`config.mk`:
```
export PLATFORM = sky130hd
export DESIGN_NAME = regfile_scoreboard
export DESIGN_NICKNAME = d
export VERILOG_FILES = /design/src/rtl/regfile_scoreboard.sv
export SDC_FILE = /design/constraint.sdc
export NUM_CORES = 1
export LEC_CHECK = 0
export BUFFER_PORTS_ARGS = -buffer_cell sky130_fd_sc_hd__buf_2
export CAP_MARGIN = 20
export CORE_MARGIN = 1
export CORE_UTILIZATION = 34
export DETAILED_ROUTE_END_ITERATION = 10
export HOLD_SLACK_MARGIN = 0.03
export PLACE_DENSITY = 0.5
export SLEW_MARGIN = 15
export SYNTH_ARGS = -nofsm -noshare
export SYNTH_HDL_FRONTEND = slang
export SYNTH_SLANG_ARGS = --single-unit
export TNS_END_PERCENT = 1
```
`constraint.sdc`:
```
create_clock -name clk -period 3.4 [get_ports clk]
set_input_delay 0.34 -clock clk [delete_from_list [all_inputs] [get_ports clk]]
set_output_delay 0.34 -clock clk [all_outputs]
set_load 0.01 [all_outputs]
```
`src/rtl/regfile_scoreboard.sv`:
```
// Issue-stage scoreboard for the 32x32 integer register file. It counts outstanding writes per
// register and stalls issue on RAW hazards, or when a destination counter is already at its maximum.
// Optional build macro SCOREBOARD_BYPASS_EN: a hazard resolved by a same-cycle final writeback is cancelled.
module regfile_scoreboard #(
  parameter int NUM_REGS = 32,
  parameter int CNT_W    = 2,
  parameter int TOT_W    = 7
) (
  input  logic                clk,
  input  logic                reset_n,
  input  logic                issue_valid,
  input  logic [4:0]          issue_rs1,
  input  logic [4:0]          issue_rs2,
  input  logic [4:0]          issue_rd,
  input  logic                issue_rd_write,
  output logic                issue_ready,
  input  logic                wb_valid,
  input  logic [4:0]          wb_rd,
  input  logic                flush,
  output logic [NUM_REGS-1:0] busy_mask,
  output logic [TOT_W-1:0]    outstanding_total,
  output logic                wb_error
);

  localparam int KEY_W = 5;
  localparam logic [CNT_W-1:0] CNT_MAX = '1;
  localparam logic [CNT_W-1:0] CNT_ONE = CNT_W'(1);

  logic [CNT_W-1:0]    cnt [NUM_REGS];
  logic                raw1;
  logic                raw2;
  logic                waw_full;
  logic                issue_fire;
  logic                alloc;
  logic                retire;
  logic                wb_zero;
  logic [NUM_REGS-1:0] alloc_hit;
  logic [NUM_REGS-1:0] retire_hit;

  // Hazard detection against the current counters; ready is held low during reset and flush.
  always_comb begin
    raw1     = (issue_rs1 != '0) && (cnt[issue_rs1] != '0);
    raw2     = (issue_rs2 != '0) && (cnt[issue_rs2] != '0);
    waw_full = issue_rd_write && (issue_rd != '0) && (cnt[issue_rd] == CNT_MAX);
`ifdef SCOREBOARD_BYPASS_EN
    // The last outstanding write lands this cycle and is forwarded to the read port.
    if (wb_valid && (wb_rd == issue_rs1) && (cnt[issue_rs1] == CNT_ONE)) raw1 = 1'b0;
    if (wb_valid && (wb_rd == issue_rs2) && (cnt[issue_rs2] == CNT_ONE)) raw2 = 1'b0;
    // A retirement to the full destination frees one slot in the same cycle.
    if (wb_valid && (wb_rd == issue_rd)) waw_full = 1'b0;
`endif
    issue_ready = reset_n && !flush && !(raw1 || raw2 || waw_full);
  end

  // Decode allocation and retirement into per-register strobes; key 0 never matches either.
  always_comb begin
    issue_fire = issue_valid && issue_ready;
    alloc      = issue_fire && issue_rd_write && (issue_rd != '0);
    retire     = wb_valid && (wb_rd != '0) && (cnt[wb_rd] != '0);
    wb_zero    = wb_valid && (wb_rd != '0) && (cnt[wb_rd] == '0);
    alloc_hit  = '0;
    retire_hit = '0;
    busy_mask  = '0;
    for (int i = 0; i < NUM_REGS; i++) begin
      alloc_hit[i]  = alloc && (issue_rd == KEY_W'(i));
      retire_hit[i] = retire && (wb_rd == KEY_W'(i));
      busy_mask[i]  = (cnt[i] != '0);
    end
  end

  // Per-register counters: alloc and retire on one key cancel; flush clears everything.
  always_ff @(posedge clk or negedge reset_n) begin
    if (!reset_n) begin
      for (int i = 0; i < NUM_REGS; i++) cnt[i] <= '0;
    end else if (flush) begin
      for (int i = 0; i < NUM_REGS; i++) cnt[i] <= '0;
    end else begin
      for (int i = 0; i < NUM_REGS; i++) begin
        if (alloc_hit[i] && !retire_hit[i]) begin
          cnt[i] <= cnt[i] + CNT_ONE;
        end else if (retire_hit[i] && !alloc_hit[i]) begin
          cnt[i] <= cnt[i] - CNT_ONE;
        end
      end
    end
  end

  // Running total tracks the counter sum without an adder tree.
  always_ff @(posedge clk or negedge reset_n) begin
    if (!reset_n) begin
      outstanding_total <= '0;
    end else if (flush) begin
      outstanding_total <= '0;
    end else begin
      outstanding_total <= outstanding_total + TOT_W'(alloc) - TOT_W'(retire);
    end
  end

  // Sticky error for a writeback to an idle register; survives flush, cleared only by reset.
  always_ff @(posedge clk or negedge reset_n) begin
    if (!reset_n) begin
      wb_error <= 1'b0;
    end else if (!flush && wb_zero) begin
      wb_error <= 1'b1;
    end
  end

endmodule
```
* Yosys cells after proc, flatten, opt, wreduce, memory -nomap -nowiden
Cells that the tools add are included.
** Cells by class
- Add/subtract/negate cells :: 66
- $lt $le $gt $ge :: 4
- Equal/unequal tests :: 63
- Multiplexer cells :: 78
- Bitwise logic cells :: 4
- Reduce and logical (&&, ||, !) cells :: 283
** Operators by type and width (number)
- 5-bit equality test (second input constant) :: 32
- 2-bit two-way mux :: 72
- 1-bit logical AND :: 141
- 3-bit nonzero test :: 32
- 5-bit by 4-bit equality test with 1-bit output (second input constant) :: 16
- 2-bit nonzero test :: 35
- 1-bit zero test :: 66
- 2-bit by 1-bit adder with 2-bit output (second input constant) :: 32
- 64-bit two-way mux :: 1
- 2-bit by 1-bit subtractor with 2-bit output (second input constant) :: 32
- 2-bit binary-select mux with 5-bit select :: 4
- 5-bit by 3-bit equality test with 1-bit output (second input constant) :: 8
- 6-bit greater-or-equal comparator (second input constant) :: 4
- 5-bit inverter with 6-bit output :: 4
- 5-bit by 2-bit equality test with 1-bit output (second input constant) :: 4
- 5-bit nonzero test :: 4
- 5-bit by 1-bit equality test with 1-bit output (second input constant) :: 2
- 5-bit zero test :: 2
- 7-bit by 1-bit adder with 7-bit output :: 1
- 7-bit two-way mux :: 1
- 7-bit by 1-bit subtractor with 7-bit output :: 1
- 2-bit equality test (second input constant) :: 1
- 2-bit zero test :: 1
- 1-bit logical OR :: 2
** Word-level totals
- Bits in registers :: 72
- Bits of input ports :: 26
- Output and inout bits :: 41
- Logic and storage cells :: 532

* Logic depth before layout (Yosys ltp)
Gate-level depths: netlist of run 1.
- Depth after elaboration :: 19
- Mapped depth :: 21
- Gate-level depth less buffers :: 20

* Worst setup path after synthesis of run 1
Ideal clock, no wire load.
- Path type :: register -> register
- Start :: register cnt[12] (netlist name)
- End :: register outstanding_total[6]
- Setup time :: 132 ps
- Arrival time :: 3906 ps
- Required time :: 3268 ps
- Path slack :: -637 ps
- Cell stages (with the launch flop) :: 21
- Buffers on the path :: 1
- Clock period less this slack :: 4037 ps
- Path through :: dfrtp_1 > or2_1 > mux4_2 > nor3b_1 > or4_1 > nand4_1 > clkbuf_1 > a211oi_1 > nand3_1 > ha_1 > inv_1 > ha_1 > inv_1 > fa_1 > nor2b_1 > o21ai_0 > nand2b_1 > a21o_1 > a21oi_1 > xnor2_1 > nor2_1
** Between the ends
- Longest elaborated chain between the ends :: 15
- Elaborated cells on any way between the ends :: 30
- Classes of those cells :: add/sub (2); eq/ne (1); mux (13); reduce/logical (14)
** RTL lines
- from (decl) :: RTL line 29 : logic [CNT_W-1:0] cnt [NUM_REGS];
- from (signal, indexed assignment) :: RTL line 80 : cnt[i] <= cnt[i] + CNT_ONE;
- from (signal, indexed assignment) :: RTL line 82 : cnt[i] <= cnt[i] - CNT_ONE;
- 2-bit binary-select mux with 5-bit select (on tied branches) :: RTL line 42, 43
- 2-bit two-way mux (on tied branches) (2 in series) :: RTL line 42, 43
- 2-bit nonzero test (on tied branches) :: RTL line 42, 43
- 1-bit logical AND (on tied branches) :: RTL line 42, 43
- 1-bit logical OR :: RTL line 52 : issue_ready = reset_n && !flush && !(raw1 || raw2 || waw_full);
- 1-bit logical OR * :: RTL line 52
- 1-bit zero test * :: RTL line 52
- 1-bit logical AND * :: RTL line 52
- named net issue_ready :: RTL line 16 : output logic issue_ready,
- 1-bit logical AND * :: RTL line 57 : issue_fire = issue_valid && issue_ready;
- 1-bit logical AND * (2 in series) :: RTL line 58 : alloc = issue_fire && issue_rd_write && (issue_rd != '0);
- 7-bit by 1-bit adder with 7-bit output * :: RTL line 95 : outstanding_total <= outstanding_total + TOT_W'(alloc) - TOT_W'(retire);
- 7-bit by 1-bit subtractor with 7-bit output * :: RTL line 95
- 7-bit two-way mux * :: RTL line 92 : end else if (flush) begin
- to (signal assigned) :: RTL line 95
- to (decl) :: RTL line 21 : output logic [TOT_W-1:0] outstanding_total,
The timed path passes the listed nets; every way through them passes the cells marked *. The select of a mux whose other input is x is not followed.
A chain may end at the register's enable or synchronous reset.

* Final worst setup path of run 1
- Start :: register cnt[5] (netlist name)
- End :: register outstanding_total[6]
** Between the ends
- Longest elaborated chain between the ends :: 15
- Elaborated cells on any way between the ends :: 30
- Classes of those cells :: add/sub (2); eq/ne (1); mux (13); reduce/logical (14)
** RTL lines (RTL line)
- 2-bit binary-select mux with 5-bit select (on tied branches) :: 42, 43
- 2-bit two-way mux (on tied branches) (2 in series) :: 42, 43
- 2-bit nonzero test (on tied branches) :: 42, 43
- 1-bit logical AND (on tied branches) :: 42, 43
- 1-bit logical OR (2 in series) :: 52
- 1-bit zero test :: 52
- 1-bit logical AND :: 52
- 1-bit logical AND :: 57
- 1-bit logical AND (2 in series) :: 58
- 7-bit by 1-bit adder with 7-bit output :: 95
- 7-bit by 1-bit subtractor with 7-bit output * :: 95
- 7-bit two-way mux * :: 92
Every way passes the cells marked *; elsewhere a longest branch is shown, timed or not. The select of a mux whose other input is x is not followed.

==> results of run 1 <==
[state kept, by name, summed over array words and instances (netlist names)]
name and flops:
cnt 64, outstanding_total 7, wb_error 1
[worst max path at each step]
stage                                   start                              to  slack (ns)
after floorplan           cnt[15]$_DFFE_PN0P_  outstanding_total[6]$_DFF_PN0_       -0.30
after global placement    cnt[26]$_DFFE_PN0P_  outstanding_total[6]$_DFF_PN0_       -0.39
after detailed placement  cnt[26]$_DFFE_PN0P_  outstanding_total[6]$_DFF_PN0_       -0.44
after CTS                 cnt[20]$_DFFE_PN0P_  outstanding_total[6]$_DFF_PN0_       -0.34
after global routing       cnt[6]$_DFFE_PN0P_  outstanding_total[6]$_DFF_PN0_       -0.59
final                      cnt[5]$_DFFE_PN0P_  outstanding_total[6]$_DFF_PN0_       -0.34
[area by class of cell]
class	count	area, um2
inverter	48	180
sequential	72	1800
fill	1720	9260
multi-input combinational	546	3920
tap	225	282
timing repair buffer	233	1620
clock inverter	6	68.8
clock buffer	10	229
[power by group through the flow]
stage	sequential [mW]	clock [mW]	combinational (mW)
CTS	0.911	1.01	0.618
finish	0.910	0.993	0.616
global route	0.914	1.04	0.678
detailed placement	0.925	0	0.613
floorplan	0.936	0	0.365
global placement	0.924	0	0.601
[what timing repair did]
action,4_1_cts,5_1_grt
buffers inserted,1,1
gates resized for setup,8,8
hold endpoints to repair,0,0
endpoints found under the setup margin,5,6
pin swaps,0,1
hold buffers,0,0
[worst reg2reg max path, cell delays in order, from the launching register on]
cell,delay (ns)
sky130_fd_sc_hd__dfrtp_1,0.37
sky130_fd_sc_hd__buf_4,0.13
sky130_fd_sc_hd__nand2_1,0.09
sky130_fd_sc_hd__mux4_2,0.48
sky130_fd_sc_hd__mux4_2,0.47
sky130_fd_sc_hd__and2_1,0.21
sky130_fd_sc_hd__a21oi_4,0.14
sky130_fd_sc_hd__a211oi_4,0.08
sky130_fd_sc_hd__nand3_1,0.11
sky130_fd_sc_hd__ha_1,0.22
sky130_fd_sc_hd__inv_1,0.05
sky130_fd_sc_hd__ha_2,0.16
sky130_fd_sc_hd__inv_1,0.05
sky130_fd_sc_hd__fa_2,0.34
sky130_fd_sc_hd__nor2b_2,0.13
sky130_fd_sc_hd__o21ai_1,0.06
sky130_fd_sc_hd__nand2b_1,0.09
sky130_fd_sc_hd__a21o_1,0.11
sky130_fd_sc_hd__a21oi_1,0.07
sky130_fd_sc_hd__xnor2_1,0.15
sky130_fd_sc_hd__nor2_1,0.05
[layer usage]
layer | track usage | vias to the layer above
met1 | 0.355 | 3203
met2 | 0.415 | 215
met5 | 0 | -
met4 | 0.100 | 0
met3 | 0.0393 | 33
li1 | - | 3020
[cells by family (layout without fill, tap and decap cells)]
group,after synthesis,in the layout,share of synthesized area
AOI/OAI and AO/OA,143,143,0.160
and+or+nand+nor,316,316,0.278
xor gates and xnor gates,27,27,0.0391
adders and majority gates,9,9,0.0199
buffers and inverters,97,297,0.0691
DFF,72,72,0.298
muxes,51,51,0.136
[synth_stat cells, types with 3 or more instances]
master | number | area [um2]
sky130_fd_sc_hd__nor2_1 | 76 | 285
sky130_fd_sc_hd__nand4_1 | 5 | 31.3
sky130_fd_sc_hd__mux4_2 | 22 | 495
sky130_fd_sc_hd__or2_2 | 5 | 31.3
sky130_fd_sc_hd__buf_2 | 15 | 75.1
sky130_fd_sc_hd__and2_1 | 6 | 37.5
sky130_fd_sc_hd__nor4_2 | 14 | 175
sky130_fd_sc_hd__xnor2_1 | 23 | 201
sky130_fd_sc_hd__or2_0 | 5 | 31.3
sky130_fd_sc_hd__a31oi_1 | 16 | 100
sky130_fd_sc_hd__a21boi_0 | 4 | 30.0
sky130_fd_sc_hd__dfrtp_1 | 72 | 1800
sky130_fd_sc_hd__ha_1 | 8 | 100
sky130_fd_sc_hd__nand3_1 | 59 | 295
sky130_fd_sc_hd__buf_6 | 3 | 33.8
sky130_fd_sc_hd__a211oi_1 | 4 | 30.0
sky130_fd_sc_hd__mux2i_1 | 4 | 40.0
sky130_fd_sc_hd__buf_4 | 3 | 22.5
sky130_fd_sc_hd__mux2_1 | 6 | 67.6
sky130_fd_sc_hd__o41ai_1 | 15 | 131
sky130_fd_sc_hd__or2_1 | 7 | 43.8
sky130_fd_sc_hd__nor3_1 | 12 | 60.1
sky130_fd_sc_hd__a21oi_1 | 23 | 115
sky130_fd_sc_hd__mux2_2 | 17 | 191
sky130_fd_sc_hd__xor2_1 | 4 | 35.0
sky130_fd_sc_hd__clkbuf_1 | 25 | 93.8
sky130_fd_sc_hd__nand2_1 | 58 | 218
sky130_fd_sc_hd__o31ai_1 | 3 | 22.5
sky130_fd_sc_hd__a2111oi_0 | 4 | 35.0
sky130_fd_sc_hd__nor2b_1 | 13 | 81.3
sky130_fd_sc_hd__nor3b_1 | 4 | 30.0
sky130_fd_sc_hd__o221ai_1 | 4 | 35.0
sky130_fd_sc_hd__o31a_1 | 11 | 96.3
sky130_fd_sc_hd__o21ai_0 | 39 | 195
sky130_fd_sc_hd__and3_1 | 4 | 25.0
sky130_fd_sc_hd__inv_1 | 48 | 180
sky130_fd_sc_hd__nor4_1 | 30 | 188
sky130_fd_sc_hd__nand2b_1 | 6 | 37.5
[through the flow]
stage               power, mW  instances  instance area, um2
CTS                      2.54       1139                8070
finish                   2.52       1140                8090
detailed placement       1.54       1122                7740
floorplan                1.30        715                6130
global route             2.63       1140                8090
global placement         1.52       1122                7740
==> results by stage, run 1 <==
Global route:
- Entering global routing, the biggest net connects 73 pins.
- Across every metal layer, demand over resource in global routing totals 0.261.
- The remaining global-route overflow is 0.
- The number of antenna violations at the first check in global routing is 0.
- The via count of the first global-routing pass was ~6300.
- The first-pass GRT wire length is between 30 and 40 mm.

Power:
- Internal power comes to 1.73 mW.
- In this run the static leakage power is ~3.6 nW.
- The proportion of power drawn by flip-flops and latches is 0.361.
- The worst vdd rail ir drop is 0.363 mV.
- In this run the power density over the cells is a little over 300 mW/mm2.
- Of the total power, the share spent switching nets is 0.314.
- Summed over all nets, the switching power comes to ~0.8 mW.
- The proportion of power drawn by the clock network is 0.394.
- Of the total power, combinational logic draws 0.245.

Routing:
- The vias per cell is between 5 and 6.
- After detailed routing, the total wire length is 23.3 mm.
- The detailed router put a total of approximately 11 mm of wire on met1.
- The violation count after the first detailed-routing iteration is between 400 and 500.
- The routed wirelength normalized by instance count is about 20 um.
- The met2 wire length is ~11 mm.
- The met3 wirelength from detailed routing is around 1.2 mm.
- The residual antenna-violating net count after detailed routing is 0.
- The final routed DRC violation total is 0.
- The detailed router used layers up to and including met4.
- The pre-antenna-repair detailed-routing pass consisted of 5 iterations.
- The routed layout has roughly 6500 vias.

Setup path:
- The critical path start-end classification is reg2reg.
- The critical path depth in cells is 20.
- STA puts the critical path data arrival time at 3.95 ns.
- STA classifies the critical path endpoint as a flop.
- Among all stages on the critical path, the largest delay is contributed by sky130_fd_sc_hd__mux4_2.
- The maximum cell stage delay along the critical path is about 0.48 ns.
- The number of cells on the worst reg-to-reg path is 20.
- The kind of cell with the highest combined delay along the critical path is multiplexers.
- The number of buffers and inverters on the critical path is 3.
- Walking the worst path, the cells encountered are buf_4 -> nand2_1 -> mux4_2 -> mux4_2 -> and2_1 -> a21oi_4 -> a211oi_4 -> nand3_1 -> ha_1 -> inv_1 -> ha_2 -> inv_1 -> fa_2 -> nor2b_2 -> o21ai_1 -> nand2b_1 -> a21o_1 -> a21oi_1 -> xnor2_1 -> nor2_1.
- In this run the critical register-to-register path is captured at outstanding_total[6]$_DFF_PN0_.
- Data on the critical path is required at its endpoint by approximately 3.6 ns.
- The startpoint type of the worst setup path is a flop.
- The top fanout value on the critical path is 3.
- The launch point of the worst reg-to-reg path is cnt[5]$_DFFE_PN0P_.
- The register-to-register setup slack is -0.34 ns.

Logic synthesis:
- The number of warnings reported in the yosys synthesis log is 0.
- After synthesis the cells add up to between 0.006 and 0.007 mm2.
- A synthesized cell averages ~8.5 um2.
- After technology mapping, the gate count stands at slightly above 700.
- The synthesized flop and latch total is slightly above 70.
- The primary flip-flop cell chosen by synthesis mapping is sky130_fd_sc_hd__dfrtp_1.
- For this run, the register share of the synthesized area comes to 0.298.
- The fraction of registers with async set or reset after synthesis is 1.00.
- Yosys mapped a number of flops with a built-in enable equal to 0.
- The number of nets produced by synthesis is 750.
- Synthesis instantiated 65 different standard cells from the library.

Die:
- The die area is roughly 0.018 mm2.
- The initial utilization of the core area, before any placement, comes to 0.348.
- The area of the core region is about 0.017 mm2.
- The standard-cell row count is 48.
- The top-level port count is 67.
- The overall die height is around 140 um.
- From left edge to right edge, the die measures between 100 and 150 um.

Final layout:
- The library cell used most frequently in the layout, excluding fill and tap cells, is sky130_fd_sc_hd__buf_4.
- Once layout is complete, the utilization of the core stands at 0.466.
- The number of diodes added for antenna fixing is 0.
- In the final layout, the share of cells above drive strength 1 is 0.369.
- The number of nets in the layout is approximately 950.
- Compared with the post-synthesis result, the final layout area differs by 33.9%.
- The top cell types in the final layout, fill and taps aside, are 165 x sky130_fd_sc_hd__buf_4, 71 x sky130_fd_sc_hd__dfrtp_1, 68 x sky130_fd_sc_hd__nor2_1.

Placed design:
- Buffers placed on the I/O ports in this run total between 60 and 70.
- The last weighted congestion value of the routability-driven placer is between 0.9 and 1.
- Detailed placement finished with a half-perimeter wire length of approximately 18 mm.
- At the placement stage, the worst setup path has a slack of -0.438 ns.

STA:
- The worst setup skew after layout is roughly 0.011 ns.
- The final hold slack is 0.241 ns.
- The number of max-slew violations in the final report is 0.
- Setup repair after global routing could not meet its margin everywhere.
- The fmax is approximately 0.27 GHz.
- The setup slack after layout is -0.344 ns.
- The final critical delay including setup and external delays is between 3 and 4 ns.
- Setup total negative slack on the finished layout was measured at -0.857 ns.
- At the pin with the least slew margin, the transition time is approximately 1.0 ns.
- The post-route clock period utilization is 1.10.
- Setup violations remaining at the end of the flow were counted as 4.
- Headroom to the max-slew limit came out at 0.335.
- The hold violation total from the final report is 0.

Clocking:
- TritonCTS built the clock tree.
- After clock tree synthesis, the clock-pin slew on the worst setup and hold paths is roughly 0.070 ns.
- The clock tree synthesis step divided the H-tree into 3 levels.
- The sink count of the clock tree is between 70 and 80.
- The root buffer cell chosen for the clock tree is sky130_fd_sc_hd__clkbuf_16.
- At the later pin of the worst-skew pair, clock insertion delay measures between 0.3 and 0.4 ns.
- The number of buffers added by the clock tree synthesis step is 9.
- The clock tree buffer depth is 2.

Worst hold path:
- The path class of the tightest hold or removal check is in2async.

Flow run:
- The tool flagged a number of max-cap violations equal to 0.

Run status:
- The checks that failed: setup timing.
- The flow ran to the end, but the final reports show violations.
No activity file was read; power rests on OpenSTA's default activity.
==> inputs of run 2 (changes only) <==
--- a/config.mk
+++ b/config.mk
@@ -12,6 +12,7 @@
 export DETAILED_ROUTE_END_ITERATION = 10
 export HOLD_SLACK_MARGIN = 0.03
 export PLACE_DENSITY = 0.5
+export RECOVER_POWER = 50
 export SLEW_MARGIN = 15
 export SYNTH_ARGS = -nofsm -noshare
 export SYNTH_HDL_FRONTEND = slang
==> run 2 against run 1 <==
Net effect: the flow finishes with violations (capacitance limit, slew limit, setup timing); global-route usage is the same; sequential cell count is the same; setup slack is essentially flat; combinational power is essentially flat; final area is essentially flat; count of clock-buffer cells in the layout is the same; non-clock buffer count is the same; via count shrank 0.11%; cell count is the same; clock power is essentially flat; critical path type unchanged; critical endpoint unchanged; largest cell class unchanged; largest power group unchanged.
==> results by stage, run 2 (synthesized netlist as in run 1, its figures left out) <==
Final layout:
- Leaving out fill and tap cells, the most frequent cell in the layout is sky130_fd_sc_hd__buf_4.
- The flip-flop count of the largest register, all copies and words added was 64 (unchanged).
- The number of nets in the layout is 945 (unchanged).
- In the final layout, the registers with the most flip-flops are cnt (64), outstanding_total (7), wb_error (1).
- The sequential cell area came to 0.00180 mm2 (unchanged).
- Leaving out fill and tap cells, the most frequent cells in the layout are 164 x sky130_fd_sc_hd__buf_4, 71 x sky130_fd_sc_hd__dfrtp_1, 68 x sky130_fd_sc_hd__nor2_1.
- The fraction of layout cells with a size suffix above 1 is 0.369 (unchanged).
- The area occupied by multi-input gates is 0.00392 mm2 (unchanged).
- The layout-stage area growth over the synthesis result is 33.9% (about the same).
- The top register by number of flip-flops is cnt.
- The count of fill cells added during filler insertion is 1721 (+0.058%).
- The number of diodes added for antenna fixing is 0 (unchanged).

Routing:
- The vias per cell is 5.67 (-0.11%).
- The violation count after the first detailed-routing iteration is 439 (unchanged).
- The routed wirelength normalized by instance count is 20.4 um (about the same).
- The number of vias in the routed layout is 6464 (-0.11%).
- The final routed DRC violation total is 0 (unchanged).
- The residual antenna-violating net count after detailed routing came to 0 (unchanged).
- The first-pass iteration count of the detailed router was 5 (unchanged).
- The overall routed net length is 23.3 mm (about the same).

Flow run:
- The max-capacitance violation count is 1 (+1).

STA:
- The post-route clock period utilization is 1.10 (about the same).
- The final hold slack came to 0.300 ns (+0.0588 ns).
- The number of max-slew violations in the final report is 73 (+73).
- The final-report setup violation count is 4 (unchanged).
- The worst setup skew after layout is 0.0107 ns (+0.0000127 ns).
- The setup slack after layout is -0.344 ns (+0.0000200 ns).
- The transition time of the tightest slew-check pin is 1.94 ns (+0.937 ns).
- The relative slew slack is -0.290 (-0.625).
- The hold violation total from the final report is 0 (unchanged).
- The fmax was 0.267 GHz (about the same).
- The final critical delay including setup and external delays is 3.74 ns (-0.0000200 ns).
- Setup repair after global routing could not meet its margin everywhere.

Run status:
- The final reports fail on capacitance limit, slew limit, setup timing.
- The flow ran to the end, but the final reports show violations.

Die:
- The overall die height is 135 um (unchanged).
- The starting density of the core came to 0.348 (unchanged).
- The die outline width is 135 um (unchanged).
- The area of the core region is 0.0174 mm2 (unchanged).
- The top-level port count is 67 (unchanged).
- The die area was 0.0183 mm2 (unchanged).
- The standard-cell row count is 48 (unchanged).

Global route:
- The first-pass GRT wire length came to 35.4 mm (unchanged).
- The remaining global-route overflow was 0 (unchanged).
- The via count of the first global-routing pass was 6312 (unchanged).
- The aggregate global-route resource usage came to 0.261 (unchanged).
- The number of antenna violations at the first check in global routing was 0 (unchanged).
- The largest net degree at the start of global routing is 73 (unchanged).

Clocking:
- The clock tree buffer depth is 2 (unchanged).
- The CTS H-tree depth is 3 (unchanged).
- The sink count of the clock tree is 72 (unchanged).
- The buffer type at the clock tree root is sky130_fd_sc_hd__clkbuf_16.
- TritonCTS built the clock tree.
- The number of buffers added by the clock tree synthesis step came to 9 (unchanged).
- The clock-pin transition on the worst setup and hold timing paths is 0.07 ns (about the same).
- The clock insertion delay at the later pin of the skew report is 0.35 ns (about the same).
- The number of buffers added to fix hold violations after cts was 0 (unchanged).

Setup path:
- The worst reg-to-reg path cell count is 20 (unchanged).
- The data required time of the critical path is 3.60 ns (about the same).
- The critical path start-end classification is reg2reg.
- STA classifies the critical path startpoint as a flop.
- The data arrival at the endpoint of the critical path came to 3.95 ns (about the same).
- The top fanout value on the critical path was 3 (unchanged).
- The nature of the critical path endpoint is a flop.

Placed design:
- The half-perimeter wire length after detailed placement is 18.2 mm (unchanged).
- The setup slack at placement came to -0.438 ns (unchanged).
- The number of input and output port buffers inserted is 66 (unchanged).
- The last weighted congestion value of the routability-driven placer is 0.992 (unchanged).

Power:
- The overall power of the completed layout was 2.52 mW (about the same).
- The worst vdd rail ir drop is 0.363 mV (about the same).
- The power density normalized to cell area came to 311 mW/mm2 (about the same).
- The leakage power is 3.63 nW (about the same).

Worst hold path:
- The number of cells on the worst hold path is 2.
- The type of the worst min-delay path is in2reg.
-- run 2: changes by cell type in the layout (fill, tap and decap cells not counted), sizes merged --
cell,before,now
buf,233,232
clkbuf,10,11
-- run 2: worst max-delay path, stage by stage (launching register included) --
cell and delay, ns:
sky130_fd_sc_hd__dfrtp_1 0.37, sky130_fd_sc_hd__buf_4 0.13, sky130_fd_sc_hd__nand2_1 0.09, sky130_fd_sc_hd__mux4_2 0.48, sky130_fd_sc_hd__mux4_2 0.47, sky130_fd_sc_hd__and2_1 0.21, sky130_fd_sc_hd__a21oi_4 0.14, sky130_fd_sc_hd__a211oi_4 0.08
sky130_fd_sc_hd__nand3_1 0.11, sky130_fd_sc_hd__ha_1 0.22, sky130_fd_sc_hd__inv_1 0.05, sky130_fd_sc_hd__ha_2 0.16, sky130_fd_sc_hd__inv_1 0.05, sky130_fd_sc_hd__fa_2 0.34, sky130_fd_sc_hd__nor2b_2 0.13, sky130_fd_sc_hd__o21ai_1 0.06
sky130_fd_sc_hd__nand2b_1 0.09, sky130_fd_sc_hd__a21o_1 0.11, sky130_fd_sc_hd__a21oi_1 0.07, sky130_fd_sc_hd__xnor2_1 0.15, sky130_fd_sc_hd__nor2_1 0.05
-- run 2: power by group --
part           switching (mW)  internal [mW]  total (mW)
Sequential             0.0244          0.886       0.911
Combinational           0.346          0.270       0.616
Clock                   0.420          0.573       0.993
Total                   0.790           1.73        2.52
-- run 2: path summary, 6_finish.rpt --
| path | end | slack, ns | from |
|---|---|---|---|
| max in group asynchronous | cnt[10]$_DFFE_PN0P_ | 1.52 | reset_n |
| min | wb_error$_DFFE_PN0P_ | 0.30 | wb_valid |
| min in group asynchronous | cnt[7]$_DFFE_PN0P_ | 0.62 | reset_n |
| max reg2reg | outstanding_total[6]$_DFF_PN0_ | -0.34 | cnt[5]$_DFFE_PN0P_ |
| min reg2reg | wb_error$_DFFE_PN0P_ | 0.47 | wb_error$_DFFE_PN0P_ |
| max | outstanding_total[6]$_DFF_PN0_ | -0.34 | cnt[5]$_DFFE_PN0P_ |
-- run 2: what timing repair did --
item                       CTS  global route
hold endpoints to repair     0             0
resized for setup            8             8
setup endpoints to repair    5             6
pin swaps                    0             1
buffers inserted             1             1
-- run 2: final cells by class --
| type | instances | area share |
|---|---|---|
| Clock buffer | 10 | 0.0283 |
| Clock inverter | 6 | 0.00850 |
| Inverter | 48 | 0.0223 |
| Multi-Input combinational cell | 546 | 0.484 |
| Sequential cell | 72 | 0.223 |
| Tap cell | 225 | 0.0348 |
| Timing Repair Buffer | 233 | 0.199 |
-- run 2: through the flow --
stage	util	std cells	setup TNS (ns)	cell area, um2
after CTS	0.465	1139	-0.866	8070
after global routing	0.466	1140	-1.62	8090
final	0.466	1140	-0.857	8090
after global placement	0.446	1122	-0.963	7740
after detailed placement	0.446	1122	-1.13	7740
after floorplan	-	715	-0.565	6130
-- run 2: per-layer routing --
| metal | vias to the layer above | part of all wire | routed length (um) | global-route usage |
|---|---|---|---|---|
| met5 | - | 0 | 0 | 0 |
| met2 | 214 | 0.47 | 11000 | 0.415 |
| met1 | 3197 | 0.45 | 10500 | 0.355 |
| li1 | 3020 | - | - | - |
| met4 | 0 | 0.026 | 611 | 0.100 |
| met3 | 33 | 0.051 | 1190 | 0.0393 |
